**config.mk**
```make
export PLATFORM = sky130hd
export DESIGN_NAME = traffic_light_ctrl
export DESIGN_NICKNAME = d
export VERILOG_FILES = /design/src/rtl/tlc_pkg.sv /design/src/rtl/tlc_phase_timer.sv /design/src/rtl/traffic_light_ctrl.sv
export SDC_FILE = /design/constraint.sdc
export NUM_CORES = 1
export LEC_CHECK = 0
export ABC_AREA = 1
export BUFFER_PORTS_ARGS = -buffer_cell sky130_fd_sc_hd__clkbuf_2
export CORE_AREA = 10 10 47 49
export CTS_BUF_LIST = sky130_fd_sc_hd__clkbuf_4 sky130_fd_sc_hd__clkbuf_8 sky130_fd_sc_hd__clkbuf_16
export CTS_CLUSTER_SIZE = 25
export DETAILED_ROUTE_END_ITERATION = 6
export DIE_AREA = 0 0 57 59
export GPL_ROUTABILITY_DRIVEN = 0
export HOLD_SLACK_MARGIN = 0.03
export PLACE_DENSITY_LB_ADDON = 0.25
export SLEW_MARGIN = 20
export SYNTH_ARGS = -nofsm -noshare
export SYNTH_HDL_FRONTEND = slang
export SYNTH_SLANG_ARGS = --single-unit
```
**constraint.sdc**
```tcl
create_clock -name clk -period 1.05 [get_ports clk]
set_input_delay 0.21 -clock clk [delete_from_list [all_inputs] [get_ports clk]]
set_output_delay 0.21 -clock clk [all_outputs]
set_load 0.1 [all_outputs]
```
**src/rtl/tlc_pkg.sv**
```systemverilog
// Shared types for the two-road traffic light controller: state encoding,
// lamp triples and the phase timer width.
package tlc_pkg;

  localparam int TIMER_W = 4;

  typedef enum logic [2:0] {
    S_AG  = 3'd0,
    S_AY  = 3'd1,
    S_BG  = 3'd2,
    S_BY  = 3'd3,
    S_AR1 = 3'd4,
    S_AR2 = 3'd5
  } state_e;

  typedef struct packed {
    logic r;
    logic y;
    logic g;
  } lamp_t;

  localparam lamp_t LAMP_RED = 3'b100;
  localparam lamp_t LAMP_YEL = 3'b010;
  localparam lamp_t LAMP_GRN = 3'b001;

  function automatic lamp_t street_a_lamp(state_e s);
    lamp_t l;
    case (s)
      S_AG:    l = LAMP_GRN;
      S_AY:    l = LAMP_YEL;
      default: l = LAMP_RED;
    endcase
    return l;
  endfunction

  function automatic lamp_t street_b_lamp(state_e s);
    lamp_t l;
    case (s)
      S_BG:    l = LAMP_GRN;
      S_BY:    l = LAMP_YEL;
      default: l = LAMP_RED;
    endcase
    return l;
  endfunction

endpackage

```
**src/rtl/tlc_phase_timer.sv**
```systemverilog
// Loadable down-counter timing the yellow and all-red phases.
// Saturates at zero; done_o is high whenever the count is zero.
module tlc_phase_timer
  import tlc_pkg::*;
(
  input  logic               clk,
  input  logic               rst,
  input  logic               load_i,
  input  logic [TIMER_W-1:0] load_val_i,
  output logic               done_o
);

  logic [TIMER_W-1:0] cnt_q;
  logic [TIMER_W-1:0] cnt_d;

  always_comb begin
    cnt_d = cnt_q;
    if (load_i) begin
      cnt_d = load_val_i;
    end else if (cnt_q != '0) begin
      cnt_d = cnt_q - 1'b1;
    end
  end

  always_ff @(posedge clk) begin
    if (rst) begin
      cnt_q <= '0;
    end else begin
      cnt_q <= cnt_d;
    end
  end

  assign done_o = (cnt_q == '0);

endmodule

```
**src/rtl/traffic_light_ctrl.sv**
```systemverilog
// Moore FSM for a two-street intersection; lamps are registered from the next state.
// Optional all-red clearance between yellow and the opposing green: TLC_ALL_RED_EN.
module traffic_light_ctrl
  import tlc_pkg::*;
#(
  parameter int YELLOW_CYCLES  = 1,
  parameter int ALL_RED_CYCLES = 1
) (
  input  logic clk,
  input  logic rst,
  input  logic ta,
  input  logic tb,
  output logic ra,
  output logic ya,
  output logic ga,
  output logic rb,
  output logic yb,
  output logic gb
);

  if (YELLOW_CYCLES < 1 || YELLOW_CYCLES > 15) begin : g_bad_yellow
    $error("YELLOW_CYCLES must be within 1..15");
  end
  if (ALL_RED_CYCLES < 1 || ALL_RED_CYCLES > 15) begin : g_bad_all_red
    $error("ALL_RED_CYCLES must be within 1..15");
  end

  // Timer is loaded with N-1 on phase entry so the phase lasts exactly N cycles.
  localparam logic [TIMER_W-1:0] YEL_LOAD = TIMER_W'(YELLOW_CYCLES - 1);
`ifdef TLC_ALL_RED_EN
  localparam logic [TIMER_W-1:0] AR_LOAD  = TIMER_W'(ALL_RED_CYCLES - 1);
`endif

  state_e             state_q;
  state_e             state_d;
  lamp_t              lamp_a_q;
  lamp_t              lamp_b_q;
  logic               tmr_load;
  logic [TIMER_W-1:0] tmr_val;
  logic               tmr_done;

  always_comb begin
    state_d  = state_q;
    tmr_load = 1'b0;
    tmr_val  = YEL_LOAD;
    case (state_q)
      S_AG: begin
        if (!ta) begin
          state_d  = S_AY;
          tmr_load = 1'b1;
        end
      end
      S_AY: begin
        if (tmr_done) begin
`ifdef TLC_ALL_RED_EN
          state_d  = S_AR1;
          tmr_load = 1'b1;
          tmr_val  = AR_LOAD;
`else
          state_d  = S_BG;
`endif
        end
      end
      S_BG: begin
        if (!tb) begin
          state_d  = S_BY;
          tmr_load = 1'b1;
        end
      end
      S_BY: begin
        if (tmr_done) begin
`ifdef TLC_ALL_RED_EN
          state_d  = S_AR2;
          tmr_load = 1'b1;
          tmr_val  = AR_LOAD;
`else
          state_d  = S_AG;
`endif
        end
      end
`ifdef TLC_ALL_RED_EN
      S_AR1: begin
        if (tmr_done) begin
          state_d = S_BG;
        end
      end
      S_AR2: begin
        if (tmr_done) begin
          state_d = S_AG;
        end
      end
`endif
      default: begin
        state_d = S_AG;
      end
    endcase
  end

  always_ff @(posedge clk) begin
    if (rst) begin
      state_q  <= S_AG;
      lamp_a_q <= LAMP_GRN;
      lamp_b_q <= LAMP_RED;
    end else begin
      state_q  <= state_d;
      lamp_a_q <= street_a_lamp(state_d);
      lamp_b_q <= street_b_lamp(state_d);
    end
  end

  tlc_phase_timer u_timer (
    .clk        (clk),
    .rst        (rst),
    .load_i     (tmr_load),
    .load_val_i (tmr_val),
    .done_o     (tmr_done)
  );

  assign ra = lamp_a_q.r;
  assign ya = lamp_a_q.y;
  assign ga = lamp_a_q.g;
  assign rb = lamp_b_q.r;
  assign yb = lamp_b_q.y;
  assign gb = lamp_b_q.g;

endmodule

```
# --- Word level (Yosys, flattened, before mapping) ---
# Index checks and enable logic that the tools add are counted.
word_totals:
  reg_bits: 13
  input_bits: 4
  output_inout_bits: 6
  word_cells: 30
classes:
  addsub: 1
  eq_ne: 6
  mux: 10
  reduce_logical: 5
op_table:
  columns: ["operator", "count"]
  rows:
  - ["3-bit by 2-bit equality test with 1-bit output (second input constant)", 4]
  - ["3-bit two-way mux", 4]
  - ["3-bit case mux with 2 select lines", 2]
  - ["3-bit case mux with 4 select lines", 1]
  - ["3-bit by 1-bit equality test with 1-bit output (second input constant)", 2]
  - ["3-bit zero test", 2]
  - ["4-bit zero test", 1]
  - ["4-bit nonzero test", 1]
  - ["4-bit by 1-bit subtractor with 4-bit output (second input constant)", 1]
  - ["1-bit two-way mux", 2]
  - ["1-bit case mux with 2 select lines", 1]
  - ["2-bit OR reduction", 1]

# --- Longest topological paths before layout ---
logic_depth:
  word_depth: 5
  depth_mapped: 8
  mapped_depth_nobuf: 8

# --- By module ---
# Synthesis repeated with hierarchy kept, for this count alone.
hier_totals:
  cells_unflattened: 81
  hier_area_um2: 589.3
modules_own_cells:
  columns: ["module", "n_inst", "cells_per_inst", "area_per_inst_um2", "seq_area_each_um2"]
  rows:
  - ["traffic_light_ctrl", 1, 41, 341.6, 180.2]
  - ["tlc_phase_timer", 1, 40, 247.7, 80.1]

# --- Worst setup path after synthesis ---
# OpenSTA, ideal clock, no wires.
synth_path:
  path_kind: "register to register"
  from: "register u_timer.cnt_q[0]"
  to: "register lamp_a_q, in the netlist ga"
  setup_ps: 109
  arrival_time_ps: 1022
  t_required_ps: 941
  slack_ps: -81
  stages_incl_launch_ff: 9
  n_path_buf: 0
  synth_period_minus_slack_ps: 1131
  cell_sequence: "dfxtp_1 -> inv_1 -> ha_1 -> nand2_2 -> nand2_1 -> nand2_2 -> nand2_2 -> nand2_1 -> inv_1"
synth_via:
  elab_chain_len: 5
  elab_cells_between_ends: 7
  classes_between: "eq/ne (1); mux (4); reduce/logical (2)"
synth_lines:
  columns: ["element", "line_no", "rtl"]
  rows:
  - ["start: declaration", "tlc_phase_timer.sv:13", "logic [TIMER_W-1:0] cnt_q;"]
  - ["start signal: assignment", "tlc_phase_timer.sv:29", "cnt_q <= cnt_d;"]
  - ["4-bit zero test (*)", "tlc_phase_timer.sv:33", "assign done_o = (cnt_q == '0);"]
  - ["3-bit two-way mux (on tied branches)", "traffic_light_ctrl.sv:71, traffic_light_ctrl.sv:54", null]
  - ["3-bit case mux with 4 select lines (*)", "traffic_light_ctrl.sv:46", "case (state_q)"]
  - ["3-bit by 1-bit equality test with 1-bit output or 3-bit zero test (tied branches)", "tlc_pkg.sv:28", "case (s)"]
  - ["3-bit case mux with 2 select lines (*)", "tlc_pkg.sv:28", null]
  - ["end signal: assignment", "traffic_light_ctrl.sv:106", "lamp_a_q <= street_a_lamp(state_d);"]
  - ["end: declaration", "traffic_light_ctrl.sv:36", "lamp_t lamp_a_q;"]
# Mark *: on every way between the ends. The rest lies on a longest branch, timed or not.
# A chain may end at the register's enable or synchronous reset.

# --- Worst setup path in the final report ---
# Same ends and word-level chain as after synthesis.

==> results.md <==
- Worst Setup Path Type: register to register
- Crit path time final: 1060 ps
- Max_cap viols: 0
- Setup ws final: -11.4 ps
- Root buf cell: clkbuf_4
- Post-synth net total: 66
- # fillers: 137
- Status: finished, violations left
- CTS Buf Count: 3
- Placed cell count: 92
- Capturing point of the worst reg2reg path: ga$_SDFF_PP1_
- Failing checks: negative setup slack
- Highest-count cells in the layout ignoring fill and taps: 11 x inv_1, 9 x nor2_1, 9 x dfxtp_2
- Reg-to-reg startpoint: u_timer.cnt_q[0]$_SDFFE_PP0N_
- Clk slew on worst S/H paths: 80 ps
- Ys Warns: 0
- Die Height: 59 um
- Layout Skew: 5.38 ps
- Initial core utilization: 0.351
- Vias in the first global route: 406
- CP required: 1230 ps
- Total wire length: 887 um
- Total track usage: 0.0607
- CP max stage cell: dfxtp_2
- TritonCTS Sinks: 13
- Num ports: 10
- Largest family of logic cells by synthesized area: simple AND/OR/NAND/NOR gates
- Hold WC Path Type: primary input to register
- RSZ-0062 raised after global routing: true
- Worst setup SP type: register
- Share of cells above drive strength 1: 0.506
- R2R Setup Slk: -10 ps
- Crit path cell chain: inv_2 > ha_4 > nand2_4 > nand2_2 > nand2_2 > nand2_2 > nand2_1 > inv_1
- Critical Path AT: 1240 ps
- Sequential cell area: 272 um^2
- Core box area: 1400 um^2
- Clock Path Buffers: 2
- Worst Setup End Kind: register
- Final setup viols: 1
- Post-Synth Simple-Gate Area: 0.267
- Critical path's most frequent cell: nand2_2
- Syn Inst Count: 61
- Syn avg cell area: 8.06 um^2
- Post-synthesis xor/xnor area fraction: 0.0356
- VDD IR max: 0.870 mV
- Hold buffer count at cts: 0
- Largest net degree at the start of global routing: 8
- Routed len/inst: 9.14 um
- FF+latch count, synth: 13
- Adder-cell share of the synthesized area: 0.0254
- DRC: 0
- Period utilization: 1.01
- WHS Endpoint: rb$_SDFF_PP1_
- First-pass GRT wire length: 1.55 mm
- Detail Route Antenna Nets: 0
- Initial DRC count: 5
- Post-Synthesis Cell Area: 492 um^2
- Post-Layout Cell Count: 97
- Row count: 14
- Pleak: 0.000375 uW
- Clock Latency Late Sink: 280 ps
- Chip width: 57 um
- Mux cell area share after synthesis: 0
- Compound-Gate Fraction of Synth Area: 0.0356
- FMAX: 0.942 GHz
- Port bufs: 9
- Via count: 413
- Most common cell after layout, fill and taps aside: inv_1
- Max Fanout on Critical Path: 5
- Unique masters post-synth: 15
- Worst min-delay path startpoint: rst
- Multi-input gate area: 223 um^2
- H-tree Lvls: 1
- Final net count: 87
- Fin util: 0.557
- Antenna Cells: 0
- Worst-case reg-to-reg path depth: 8
- Pre-antenna DRT Iters: 4
- Antenna violations before repair: 0
- Die Area: 3360 um^2
- PD cells: 1240 nW/um^2
- Final hold viol count: 0
- Synthesis-to-finish area growth: 58.8%
- Via/cell ratio: 4.26
- Seq/Total Area, Yosys: 0.529
- Detailed placement HPWL: 696 um
- CTS tree: yes
- WHS Path Cells: 3
- Fin. max-slew vios: 0
- Total gr overflow: 0
- Worst path max stage delay: 340 ps
## state kept, by name, indices dropped and copies added, names as in the netlist
signal,flops
ra,1
rb,1
gb,1
yb,1
ya,1
u_timer.cnt_q,4
state_q,3
ga,1
## how the worst max path moves through the flow
stage	start	endpoint	slack, ps	cells past startpoint
6_report	u_timer.cnt_q[0]$_SDFFE_PP0N_	ga$_SDFF_PP1_	-10	8
5_1_grt	u_timer.cnt_q[0]$_SDFFE_PP0N_	ya$_SDFF_PP0_	-100	6
4_1_cts	u_timer.cnt_q[1]$_SDFFE_PP0N_	ga$_SDFF_PP1_	-7	7
3_5_place_dp	u_timer.cnt_q[0]$_SDFFE_PP0N_	ga$_SDFF_PP1_	-90	8
3_3_place_gp	u_timer.cnt_q[1]$_SDFFE_PP0N_	ga$_SDFF_PP1_	-60	8
2_1_floorplan	u_timer.cnt_q[0]$_SDFFE_PP0N_	ga$_SDFF_PP1_	-30	8
## per-stage QoR
step	power [uW]	setup TNS, ps	hold slack (ps)	worst slack [ps]	instance area [um^2]
after floorplan	602	-30.0	393	-30.0	502
after global placement	653	-87.9	530	-64.8	702
after detailed placement	653	-181	524	-86.5	702
after CTS	976	-7.22	244	-7.22	767
after global routing	1010	-530	257	-97.2	781
final	972	-11.4	234	-11.4	781
## synthesized netlist by cell type
master	count	area, um^2
o21bai_1	1	7.51
nand2_2	4	25.0
inv_1	13	48.8
nand3_2	1	10.0
xor2_1	2	17.5
nor2_1	10	37.5
conb_1	1	3.75
nand3b_1	1	7.51
nand2_1	9	33.8
o21ai_0	2	10.0
ha_1	1	12.5
nor2_2	1	6.26
nand4_1	1	6.26
nand3_1	1	5.00
dfxtp_1	13	260
## per-layer routing
layer  vias to the layer above  track usage  share of wire
met1                       178       0.0562           0.42
li1                        219            -              -
met2                        11       0.0930           0.46
met5                         -            0              0
met4                         0       0.0604          0.039
met3                         5       0.0322          0.082
## area by class of cell
cell class / count / area share
Inverter: 13 / 0.0625
Tap cell: 16 / 0.0256
Clock buffer: 4 / 0.0385
Sequential cell: 13 / 0.348
Timing Repair Buffer: 16 / 0.240
Multi-Input combinational cell: 35 / 0.285
## worst max-delay path: cells and delay by family, from the launching register on
| family | cells | cell delay, ps |
|---|---|---|
| fa+ha+maj | 1 | 170 |
| buf+inv | 2 | 80 |
| flops | 1 | 340 |
| simple gates | 5 | 360 |
## report_power, final
| group | switching, uW | internal (uW) | leakage (uW) | total, uW |
|---|---|---|---|---|
| combinational | 80.3 | 47.2 | 0.000248 | 128 |
| clock | 155 | 173 | 0.0000184 | 329 |
| sequential | 9.45 | 506 | 0.000108 | 516 |
| total | 245 | 727 | 0.000375 | 972 |
## kinds of logic (layout without fill, tap and decap cells)
kind of cell    after synthesis  count (layout)
simple gates                 28              28
flops                        13              13
buf+inv                      13              33
compound gates                3               3
xor+xnor                      2               2
fa+ha+maj                     1               1
other cells                   1               1
## repair_timing
action                                  in CTS  in global routing
buffers inserted                             0                  1
endpoints found under the setup margin      11                 10
resized for setup                            9                  4
pin swaps                                    8                  8
Power figures use the tool's default switching activity.
